**src/rtl/control_unit_64.sv**
```systemverilog
// control_unit_64 -- multicycle control FSM for the 64-bit RV64I-subset datapath.
//
// Sequences fetch/decode/execute/memory/writeback, drives the datapath selects,
// handshakes with memory through mem_ready, counts retired instructions and
// traps (sticky) on illegal opcodes, unsupported branch funct3 or memory timeout.
//
// Ports
//   clk, reset            clock, synchronous active-high reset
//   opcode, funct3        fields of instr_all from instr_reg_64
//   alu_zero              ALU zero flag, used in BRANCH
//   mem_ready             memory completes the current access this cycle
//   load_ir, pc_write     instruction-register load, PC write enable
//   pc_src                0=ALU result, 1=ALUOut
//   mem_read, mem_write   memory requests, held until mem_ready
//   iord                  0=PC address, 1=ALUOut address
//   reg_write, mem_to_reg register-file write enable, 0=ALUOut 1=MDR 2=PC
//   alu_src_a, alu_src_b  0=PC 1=rs1 / 0=rs2 1=const 4 2=immediate
//   alu_op                0=add 1=sub 2=funct decode 3=pass-B
//   trap, trap_cause      sticky error, 1=illegal 2=timeout 3=bad branch funct3
//   retired               instructions completed since reset (wraps)
//   state_dbg             current state encoding
//
// state    | meaning
// ---------+-------------------------------------------------
// FETCH    | read instruction at PC, PC+4 on mem_ready
// DECODE   | latch opcode, branch target into ALUOut
// EXEC_R   | rs1 op rs2
// EXEC_I   | rs1 op imm
// LUI      | pass immediate
// MEM_ADDR | rs1 + imm address calculation
// MEM_RD   | load access, wait for mem_ready
// MEM_WB   | MDR into register file
// MEM_WR   | store access, wait for mem_ready
// BRANCH   | compare, conditional PC write
// JAL      | PC = target, rd = PC
// ALU_WB   | ALUOut into register file
// TRAP     | error halt until reset

module control_unit_64 #(
    parameter int TIMEOUT = 16,
    parameter int CNT_W   = 32
) (
    input  logic             clk,
    input  logic             reset,
    input  logic [6:0]       opcode,
    input  logic [2:0]       funct3,
    input  logic             alu_zero,
    input  logic             mem_ready,
    output logic             load_ir,
    output logic             pc_write,
    output logic [1:0]       pc_src,
    output logic             mem_read,
    output logic             mem_write,
    output logic             iord,
    output logic             reg_write,
    output logic [1:0]       mem_to_reg,
    output logic             alu_src_a,
    output logic [1:0]       alu_src_b,
    output logic [1:0]       alu_op,
    output logic             trap,
    output logic [1:0]       trap_cause,
    output logic [CNT_W-1:0] retired,
    output logic [3:0]       state_dbg
);

    localparam logic [3:0] S_FETCH    = 4'd0;
    localparam logic [3:0] S_DECODE   = 4'd1;
    localparam logic [3:0] S_EXEC_R   = 4'd2;
    localparam logic [3:0] S_EXEC_I   = 4'd3;
    localparam logic [3:0] S_LUI      = 4'd4;
    localparam logic [3:0] S_MEM_ADDR = 4'd5;
    localparam logic [3:0] S_MEM_RD   = 4'd6;
    localparam logic [3:0] S_MEM_WB   = 4'd7;
    localparam logic [3:0] S_MEM_WR   = 4'd8;
    localparam logic [3:0] S_BRANCH   = 4'd9;
    localparam logic [3:0] S_JAL      = 4'd10;
    localparam logic [3:0] S_ALU_WB   = 4'd11;
    localparam logic [3:0] S_TRAP     = 4'd12;

    localparam logic [6:0] OP_R      = 7'b0110011;
    localparam logic [6:0] OP_I      = 7'b0010011;
    localparam logic [6:0] OP_LUI    = 7'b0110111;
    localparam logic [6:0] OP_LOAD   = 7'b0000011;
    localparam logic [6:0] OP_STORE  = 7'b0100011;
    localparam logic [6:0] OP_BRANCH = 7'b1100011;
    localparam logic [6:0] OP_JAL    = 7'b1101111;

    // Counter only needs to hold 0..TIMEOUT-1; the TIMEOUT-th idle cycle leaves the state.
    localparam int WAIT_W = (TIMEOUT > 1) ? $clog2(TIMEOUT) : 1;
    localparam logic [WAIT_W-1:0] WAIT_LAST = WAIT_W'(TIMEOUT - 1);

    logic [3:0]        state, state_nxt;
    logic [6:0]        opcode_q;
    logic [WAIT_W-1:0] wait_cnt;
    logic              retire;
    logic [1:0]        cause_nxt;
    logic              timeout_hit;
    logic              mem_state;
    logic              wait_clear;
    logic              trap_q;
    logic [1:0]        cause_q;

    assign mem_state   = (state == S_FETCH) || (state == S_MEM_RD) || (state == S_MEM_WR);
    assign timeout_hit = mem_state && !mem_ready && (wait_cnt == WAIT_LAST);
    assign wait_clear  = (state_nxt != state) &&
                         ((state_nxt == S_FETCH) || (state_nxt == S_MEM_RD) || (state_nxt == S_MEM_WR));

    always_comb begin
        state_nxt = state;
        retire    = 1'b0;
        cause_nxt = 2'd0;
        case (state)
            S_FETCH: begin
                if (mem_ready)        state_nxt = S_DECODE;
                else if (timeout_hit) begin state_nxt = S_TRAP; cause_nxt = 2'd2; end
            end
            S_DECODE: begin
                case (opcode)
                    OP_R:               state_nxt = S_EXEC_R;
                    OP_I:               state_nxt = S_EXEC_I;
                    OP_LUI:             state_nxt = S_LUI;
                    OP_LOAD, OP_STORE:  state_nxt = S_MEM_ADDR;
                    OP_BRANCH:          state_nxt = S_BRANCH;
                    OP_JAL:             state_nxt = S_JAL;
                    default: begin state_nxt = S_TRAP; cause_nxt = 2'd1; end
                endcase
            end
            S_EXEC_R, S_EXEC_I, S_LUI: state_nxt = S_ALU_WB;
            S_MEM_ADDR: state_nxt = (opcode_q == OP_LOAD) ? S_MEM_RD : S_MEM_WR;
            S_MEM_RD: begin
                if (mem_ready)        state_nxt = S_MEM_WB;
                else if (timeout_hit) begin state_nxt = S_TRAP; cause_nxt = 2'd2; end
            end
            S_MEM_WR: begin
                if (mem_ready)        begin state_nxt = S_FETCH; retire = 1'b1; end
                else if (timeout_hit) begin state_nxt = S_TRAP; cause_nxt = 2'd2; end
            end
            S_BRANCH: begin
                if (funct3 == 3'b000 || funct3 == 3'b001) begin
                    state_nxt = S_FETCH;
                    retire    = 1'b1;
                end else begin
                    state_nxt = S_TRAP;
                    cause_nxt = 2'd3;
                end
            end
            S_MEM_WB, S_JAL, S_ALU_WB: begin
                state_nxt = S_FETCH;
                retire    = 1'b1;
            end
            S_TRAP:  state_nxt = S_TRAP;
            default: state_nxt = S_FETCH;
        endcase
    end

    always_ff @(posedge clk) begin
        if (reset) begin
            state    <= S_FETCH;
            opcode_q <= 7'd0;
            wait_cnt <= '0;
            retired  <= '0;
            trap_q   <= 1'b0;
            cause_q  <= 2'd0;
        end else begin
            state <= state_nxt;
            if (state == S_DECODE) opcode_q <= opcode;
            if (wait_clear)
                wait_cnt <= '0;
            else if (mem_state && !mem_ready && !timeout_hit)
                wait_cnt <= wait_cnt + WAIT_W'(1);
            if (retire) retired <= retired + CNT_W'(1);
            if (state_nxt == S_TRAP && state != S_TRAP) begin
                trap_q  <= 1'b1;
                cause_q <= cause_nxt;
            end
        end
    end

    // Enables and requests are gated while reset is held so an abandoned access
    // never shows a request in the cycles that reset is asserted.
    always_comb begin
        load_ir    = 1'b0;
        pc_write   = 1'b0;
        pc_src     = 2'd0;
        mem_read   = 1'b0;
        mem_write  = 1'b0;
        iord       = 1'b0;
        reg_write  = 1'b0;
        mem_to_reg = 2'd0;
        alu_src_a  = 1'b0;
        alu_src_b  = 2'd0;
        alu_op     = 2'd0;
        case (state)
            S_FETCH: begin
                mem_read  = !reset;
                alu_src_b = 2'd1;
                load_ir   = mem_ready && !reset;
                pc_write  = mem_ready && !reset;
            end
            S_DECODE:   alu_src_b = 2'd2;
            S_EXEC_R:   begin alu_src_a = 1'b1; alu_op = 2'd2; end
            S_EXEC_I:   begin alu_src_a = 1'b1; alu_src_b = 2'd2; alu_op = 2'd2; end
            S_LUI:      begin alu_src_b = 2'd2; alu_op = 2'd3; end
            S_MEM_ADDR: begin alu_src_a = 1'b1; alu_src_b = 2'd2; end
            S_MEM_RD:   begin mem_read = !reset; iord = 1'b1; end
            S_MEM_WB:   begin reg_write = !reset; mem_to_reg = 2'd1; end
            S_MEM_WR:   begin mem_write = !reset; iord = 1'b1; end
            S_BRANCH: begin
                alu_src_a = 1'b1;
                alu_op    = 2'd1;
                pc_src    = 2'd1;
                if (!reset) begin
                    if (funct3 == 3'b000)      pc_write = alu_zero;
                    else if (funct3 == 3'b001) pc_write = !alu_zero;
                end
            end
            S_JAL: begin
                pc_write   = !reset;
                pc_src     = 2'd1;
                reg_write  = !reset;
                mem_to_reg = 2'd2;
            end
            S_ALU_WB:   reg_write = !reset;
            default: ;
        endcase
    end

    assign trap       = trap_q;
    assign trap_cause = cause_q;
    assign state_dbg  = state;

endmodule

```
**config.mk**
```make
export PLATFORM = sky130hd
export DESIGN_NAME = control_unit_64
export DESIGN_NICKNAME = d
export VERILOG_FILES = /design/src/rtl/control_unit_64.sv
export SDC_FILE = /design/constraint.sdc
export NUM_CORES = 1
export LEC_CHECK = 0
export ABC_CLOCK_PERIOD_IN_PS = 3150
export CORE_UTILIZATION = 50
export DETAILED_ROUTE_END_ITERATION = 8
export PLACE_DENSITY_LB_ADDON = 0.25
export SLEW_MARGIN = 40
export SYNTH_ARGS = -nofsm -noshare
export SYNTH_HDL_FRONTEND = slang
export SYNTH_SLANG_ARGS = --single-unit
export TNS_END_PERCENT = 1
```
**constraint.sdc**
```tcl
create_clock -name clk -period 3.15 [get_ports clk]
set_clock_uncertainty 0.1 [all_clocks]
set_input_delay 0.945 -clock clk [delete_from_list [all_inputs] [get_ports clk]]
set_output_delay 0.945 -clock clk [all_outputs]
set_load 0.005 [all_outputs]
```
==> summary.md, run 1 <==
| Metric | Value |
|---|---|
| Post-Synthesis Cells | 355 |
| Final Setup Violations | 0 |
| Worst Max-Slew Pin Slew | 804.3 ps |
| P&R area growth vs syn | 37.74% |
| CP Launch Type | input pin |
| Postcts setup bufs | 0 |
| CP Capture Type | flop |
| Post-synthesis register bit count | 50 |
| Total core area | 5238 um2 |
| Fillers | 424 |
| Sequential share of power | 35.1% |
| Vias in the first global route | 2,572 |
| Commonest non-fill, non-tap cell in the layout | clkdlybuf4s50_1 |
| MaxCap Viol Count | 0 |
| CTS max path bufs | 2 |
| Vias/cell | 5.499 |
| # diodes | 0 |
| Peak VDD IR | 0.3738 mV |
| Detailed Routing Iterations Pass 1 | 4 |
| Detail Route Antenna Nets | 0 |
| Die ar. | 5845 um2 |
| Nets@finish | 466 |
| Initial DRC Count | 252 |
| H-tree Lvls | 2 |
| Lkg Pwr | 0.001420 uW |
| Largest net degree at the start of global routing | 31 |
| GP Congestion | 0.9222 |
| Syn Area/Cell | 7.807 um2 |
| Crit path kind | input pin to flop |
| P per Cell Area | 548.9 nW/um2 |
| Detailed Route WL | 7115 um |
| Final Hold Viols | 0 |
| Root Driver | clkbuf_8 |
| Final HPWL DP | 5348 um |
| Initial antenna violation count | 0 |
| Global-route wire length before repair | 11,700 um |
| Clk sinks | 50 |
| Comb power frac | 47.3% |
| Row count | 26 |
| Outcome | finished clean |
| GR Overflow Total | 0 |
| Warnings, synthesis | 0 |
| Post-synth EDFFs | 0 |
| PortBufs | 66 |
| Pint | 1350 uW |
| Avg WL per Cell | 13.66 um |
| Slew Limit Headroom | 46.24% |
| Initial Utilization | 52.91% |
| TritonCTS clock tree | built |
| Commonest non-fill, non-tap cells in the layout | clkdlybuf4s50_1, nor2_1, dfxtp_1 |
| Die height | 76.45 um |
| Post-layout min period | 3144 ps |
| Min-delay worst type | flop to flop |
| Library cells used by synthesis | 58 |
| Worst-path clk slew | 90 ps |
| Async SR Flop Fraction | 0% |
| Total number of vias | 2,865 |
| Max-slew violations | 0 |
| Clock network fraction of design power | 17.6% |
| Synth Flop Type | dfxtp_1 |
| Final period utilization | 99.80% |
| Share of layout cells above drive strength 1 | 13.75% |
| Total Power | 2096 uW |
| TritonCTS Buffers | 5 |
| Sw Share | 35.56% |
| CP required | 3290 ps |
| # IOs | 68 |
| Gr usage total | 24.39% |
| FMAX | 0.3181 GHz |
| Final hold slack | 358.9 ps |
| Seq/Total Area, Yosys | 36.12% |
| Net Switching | 745.2 uW |
| Arrival time worst endpoint | 3280 ps |
| Die Span X | 76.45 um |
| RSZ-0062 raised after global routing | true |
| Remaining DRCs | 0 |
| Clock Latency Late Sink | 300 ps |
| Synth Cell Area | 2771 um2 |
| Worst-path fanout max | 4 |
| Syn Nets | 371 |
path summary, 6_finish.rpt:
kind | startpoint | to | slack [ps] | depth (start not counted)
worst max-delay path | opcode[3] | wait_cnt[2] | 6 | 8
worst min-delay path | trap | trap | 360 | 2
worst max register to register | state_dbg[2] | wait_cnt[3] | 460 | 8
worst min register to register | trap | trap | 360 | 2
power groups by stage:
stage	Sequential [uW]	Clock, uW	Combinational [uW]
finish	736	369	991
detailed placement	750	0	979
floorplan	740	0	565
global route	743	399	1070
CTS	736	373	980
global placement	748	0	963
timing repair:
| action | 4_1_cts | 5_1_grt |
|---|---|---|
| hold endpoints to repair | 0 | 0 |
| cloned | 0 | 0 |
| endpoints found under the setup margin | 3 | 9 |
| gates resized for setup | 5 | 5 |
| hold buffers | 0 | 0 |
| pin swaps | 1 | 2 |
through the flow:
stage          TNS, ps  setup WS (ps)  cells  instance area [um2]  util, %
2_1_floorplan        0          328.1    355                 2771        -
3_3_place_gp     -1917         -378.9    513                 3717    70.97
3_5_place_dp     -2932         -440.2    513                 3717    70.97
4_1_cts         -150.2         -150.2    521                 3810    72.74
5_1_grt         -66.18         -66.05    521                 3817    72.89
6_report             0          6.303    521                 3817    72.89
synthesized netlist by cell type, types with 2 or more instances:
master,number,area share (%)
and3_1,2,0.45
nand3b_1,3,0.81
a21oi_1,26,4.7
and4_1,3,0.95
nand3_1,11,2.0
nand4_1,7,1.6
or3_1,9,2.0
nor3_1,9,1.6
inv_1,15,2.0
nor4_1,7,1.6
xnor2_1,20,6.3
nand2_1,37,5.0
nor2b_1,6,1.4
o21bai_1,2,0.54
nor2_1,52,7.0
xor2_1,7,2.2
clkbuf_1,12,1.6
a211oi_1,4,1.1
and2_1,5,1.1
buf_4,3,0.81
o21ai_0,12,2.2
mux2i_1,3,1.1
nor3b_1,2,0.54
dfxtp_1,50,36
a31oi_1,5,1.1
ha_1,2,0.90
buf_6,2,0.81
or3b_2,2,0.63
nand2b_1,6,1.4
or2_2,2,0.45
or4_1,2,0.54
layout make-up:
cell class / instances / area [um2] / share of cell area [%]
inverter: 15 / 56.30 / 1.475
timing repair buffer: 105 / 944.7 / 24.75
clock inverter: 2 / 13.76 / 0.3605
tap: 70 / 87.58 / 2.294
clock buffer: 6 / 72.57 / 1.901
multi-input combinational: 273 / 1642 / 43.00
sequential: 50 / 1001 / 26.22
flip-flops by register name, indices dropped and copies added, names as in the netlist:
| register | count |
|---|---|
| trap_cause | 2 |
| trap | 1 |
| retired | 32 |
| opcode_q | 7 |
| state_dbg | 4 |
| wait_cnt | 4 |
cell families (layout without fill, tap and decap cells):
kind of cell | count (synthesis) | in the layout | share of synthesized area [%]
AO/OA/AOI/OAI | 63 | 63 | 13.91
XOR/XNOR | 27 | 27 | 8.533
adder cells (fa/ha/maj) | 2 | 2 | 0.9028
buffers and inverters | 32 | 128 | 5.282
flip-flops | 50 | 50 | 36.12
multiplexers | 3 | 3 | 1.084
other | 1 | 1 | 0.1353
AND/OR/NAND/NOR | 177 | 177 | 34.04
metal layers:
layer / GRT usage, % / wire length (um) / share of wire (%)
met1: 32.34 / 3383 / 48
met2: 40.90 / 3319 / 47
met3: 4.311 / 366 / 5.1
met4: 5.962 / 46 / 0.65
met5: 0 / 0 / 0
critical path, stage by stage:
cell	delay (ps)
clkdlybuf4s50_1	530
xnor2_1	150
or3b_2	480
a31oi_1	200
mux2i_1	100
a311o_1	330
o32a_1	360
nor3_2	180
Power figures use the tool's default switching activity.
==> run 2: changes to the inputs <==
Settings changed: GPL_ROUTABILITY_DRIVEN set to 0.
==> run 2 against run 1 <==
Compared with the run above: first-iteration DRC count shrank 5.2%; clock power is 4% higher; critical path depth unchanged; critical path type unchanged; global-route usage is 0.24 points higher; combinational power hardly changed; via count down 0.14%; non-clock buffer count increased by 1; highest routed layer unchanged; die area stayed put; final area increased by 1.1%.
==> summary.md, run 2 (synthesized netlist as in run 1, its figures left out) <==
| Metric | Value |
|---|---|
| Outcome | finished clean |
| Max-slew violations | 0 |
| Initial DRC Count | 239 |
| Crit-path cells | clkdlybuf4s50_1, nand2_2, or3b_2, a31oi_1, mux2i_1, a311o_1, o32a_1, nor3_2 |
| Peak VDD IR | 0.4313 mV |
| RSZ-0062 raised after global routing | true |
| Gr usage total | 24.64% |
| Root Driver | clkbuf_8 |
| # IOs | 68 |
| PortBufs | 66 |
| Worst-path fanout max | 4 |
| FMAX | 0.3200 GHz |
| Final period utilization | 99.21% |
| Met2 wire len | 3463 um |
| Nets@finish | 467 |
| Min-delay worst type | flop to flop |
| Lkg Pwr | 0.001467 uW |
| Inst Count DP | 514 |
| Detailed Routing Iterations Pass 1 | 4 |
| Slew Limit Headroom | 48.07% |
| Postcts setup bufs | 0 |
| Crit-path max cell delay | 520 ps |
| Largest regs | retired: 32 flops, opcode_q: 7 flops |
| Final Hold Viols | 0 |
| Die height | 76.45 um |
| CP required | 3280 ps |
| Largest net degree at the start of global routing | 30 |
| Worst-path clk slew | 90 ps |
| P per Cell Area | 551.7 nW/um2 |
| Share of layout cells above drive strength 1 | 14.82% |
| Commonest non-fill, non-tap cell in the layout | clkdlybuf4s50_1 |
| Row count | 26 |
| Reg with most FFs | retired |
| CP Capture Type | flop |
| CP max-delay cell | clkdlybuf4s50_1 |
| WL met1 | 3405 um |
| Arrival time worst endpoint | 3260 ps |
| Post-layout min period | 3125 ps |
| H-tree Lvls | 2 |
| Clk sinks | 50 |
| GR Overflow Total | 0 |
| Hold buffers post-CTS | 0 |
| Vias/cell | 5.481 |
| Total number of vias | 2,861 |
| CP Launch Type | input pin |
| Detail Route Antenna Nets | 0 |
| Max reg flops | 32 |
| Worst Max-Slew Pin Slew | 777.0 ps |
| Crit path kind | input pin to flop |
| Die Span X | 76.45 um |
| Metal3 WL | 303 um |
| Core Util, Final | 73.70% |
| TritonCTS clock tree | built |
| MaxCap Viol Count | 0 |
| Remaining DRCs | 0 |
| Global-route wire length before repair | 11,910 um |
| Initial antenna violation count | 0 |
| Vias in the first global route | 2,575 |
| Top sig layer | met4 |
| CTS max path bufs | 2 |
| P&R area growth vs syn | 39.28% |
| Avg WL per Cell | 13.87 um |
| Final Setup Violations | 0 |
| TritonCTS Buffers | 5 |
| Commonest non-fill, non-tap cells in the layout | clkdlybuf4s50_1, nor2_1, dfxtp_1 |
| # diodes | 0 |
| Fin cells | 522 |
| Detailed Route WL | 7241 um |
| Total core area | 5238 um2 |
| Final HPWL DP | 5356 um |
| Die ar. | 5845 um2 |
| Initial Utilization | 52.91% |
| Clock Latency Late Sink | 300 ps |
-- run 2: final cells by class --
| cell class | instances | area (um2) |
|---|---|---|
| clock buffer | 6 | 82.58 |
| clock inverter | 2 | 12.51 |
| fill | 416 | 1378 |
| inverter | 15 | 56.30 |
| multi-input combinational | 273 | 1660 |
| sequential | 50 | 1001 |
| tap | 70 | 87.58 |
| timing repair buffer | 106 | 959.7 |
-- run 2: final timing paths --
check / startpoint / endpoint / slack [ps] / cells past startpoint
max: opcode[1] / wait_cnt[2] / 20 / 8
min: opcode_q[6] / opcode_q[6] / 360 / 2
max reg2reg: state_dbg[2] / wait_cnt[2] / 380 / 8
min reg2reg: opcode_q[6] / opcode_q[6] / 360 / 2
-- run 2: what timing repair did --
| action | in CTS | in global routing |
|---|---|---|
| pin swaps | 1 | 8 |
| resized for setup | 5 | 12 |
| setup endpoints to repair | 3 | 6 |
-- run 2: report_power, final --
| group | leakage [uW] | internal (uW) | total, uW | switching (uW) |
|---|---|---|---|---|
| Combinational | 0.00102 | 512 | 1010 | 498 |
| Clock | 0.0000472 | 177 | 382 | 206 |
| Sequential | 0.000404 | 686 | 737 | 50.8 |
| Total | 0.00147 | 1370 | 2130 | 755 |
-- run 2: routing by layer --
layer  global-route usage [%]  vias up
met1                    33.60     1351
met3                    3.713        7
met4                    6.346        0
met2                    40.45       77
li1                         -     1426
met5                        0        -
-- run 2: critical path, delay by kind of cell --
family | cells | cell delay (ps)
muxes | 1 | 120
buffers and inverters | 1 | 520
AOI/OAI and AO/OA | 3 | 920
and+or+nand+nor | 3 | 760
-- run 2: stage by stage --
stage / cell area, um2 / hold WS (ps) / total power (uW) / TNS [ps] / setup slack, ps
floorplan: 2771 / 330.8 / 1305 / 0 / 328.1
global route: 3860 / 384.7 / 2251 / -53.85 / -51.14
CTS: 3826 / 355.9 / 2110 / -106.1 / -106.1
detailed placement: 3725 / 344.2 / 1732 / -2945 / -384.8
global placement: 3725 / 336.3 / 1714 / -1939 / -389.8
finish: 3860 / 358.1 / 2129 / 0 / 24.90
==> run 3: changes to the inputs <==
Settings changed: CAP_MARGIN set to 15, CTS_CLUSTER_SIZE set to 24.
==> results of run 3 <==
No change in the layout: final DEF, timing and power equal those of run 2.
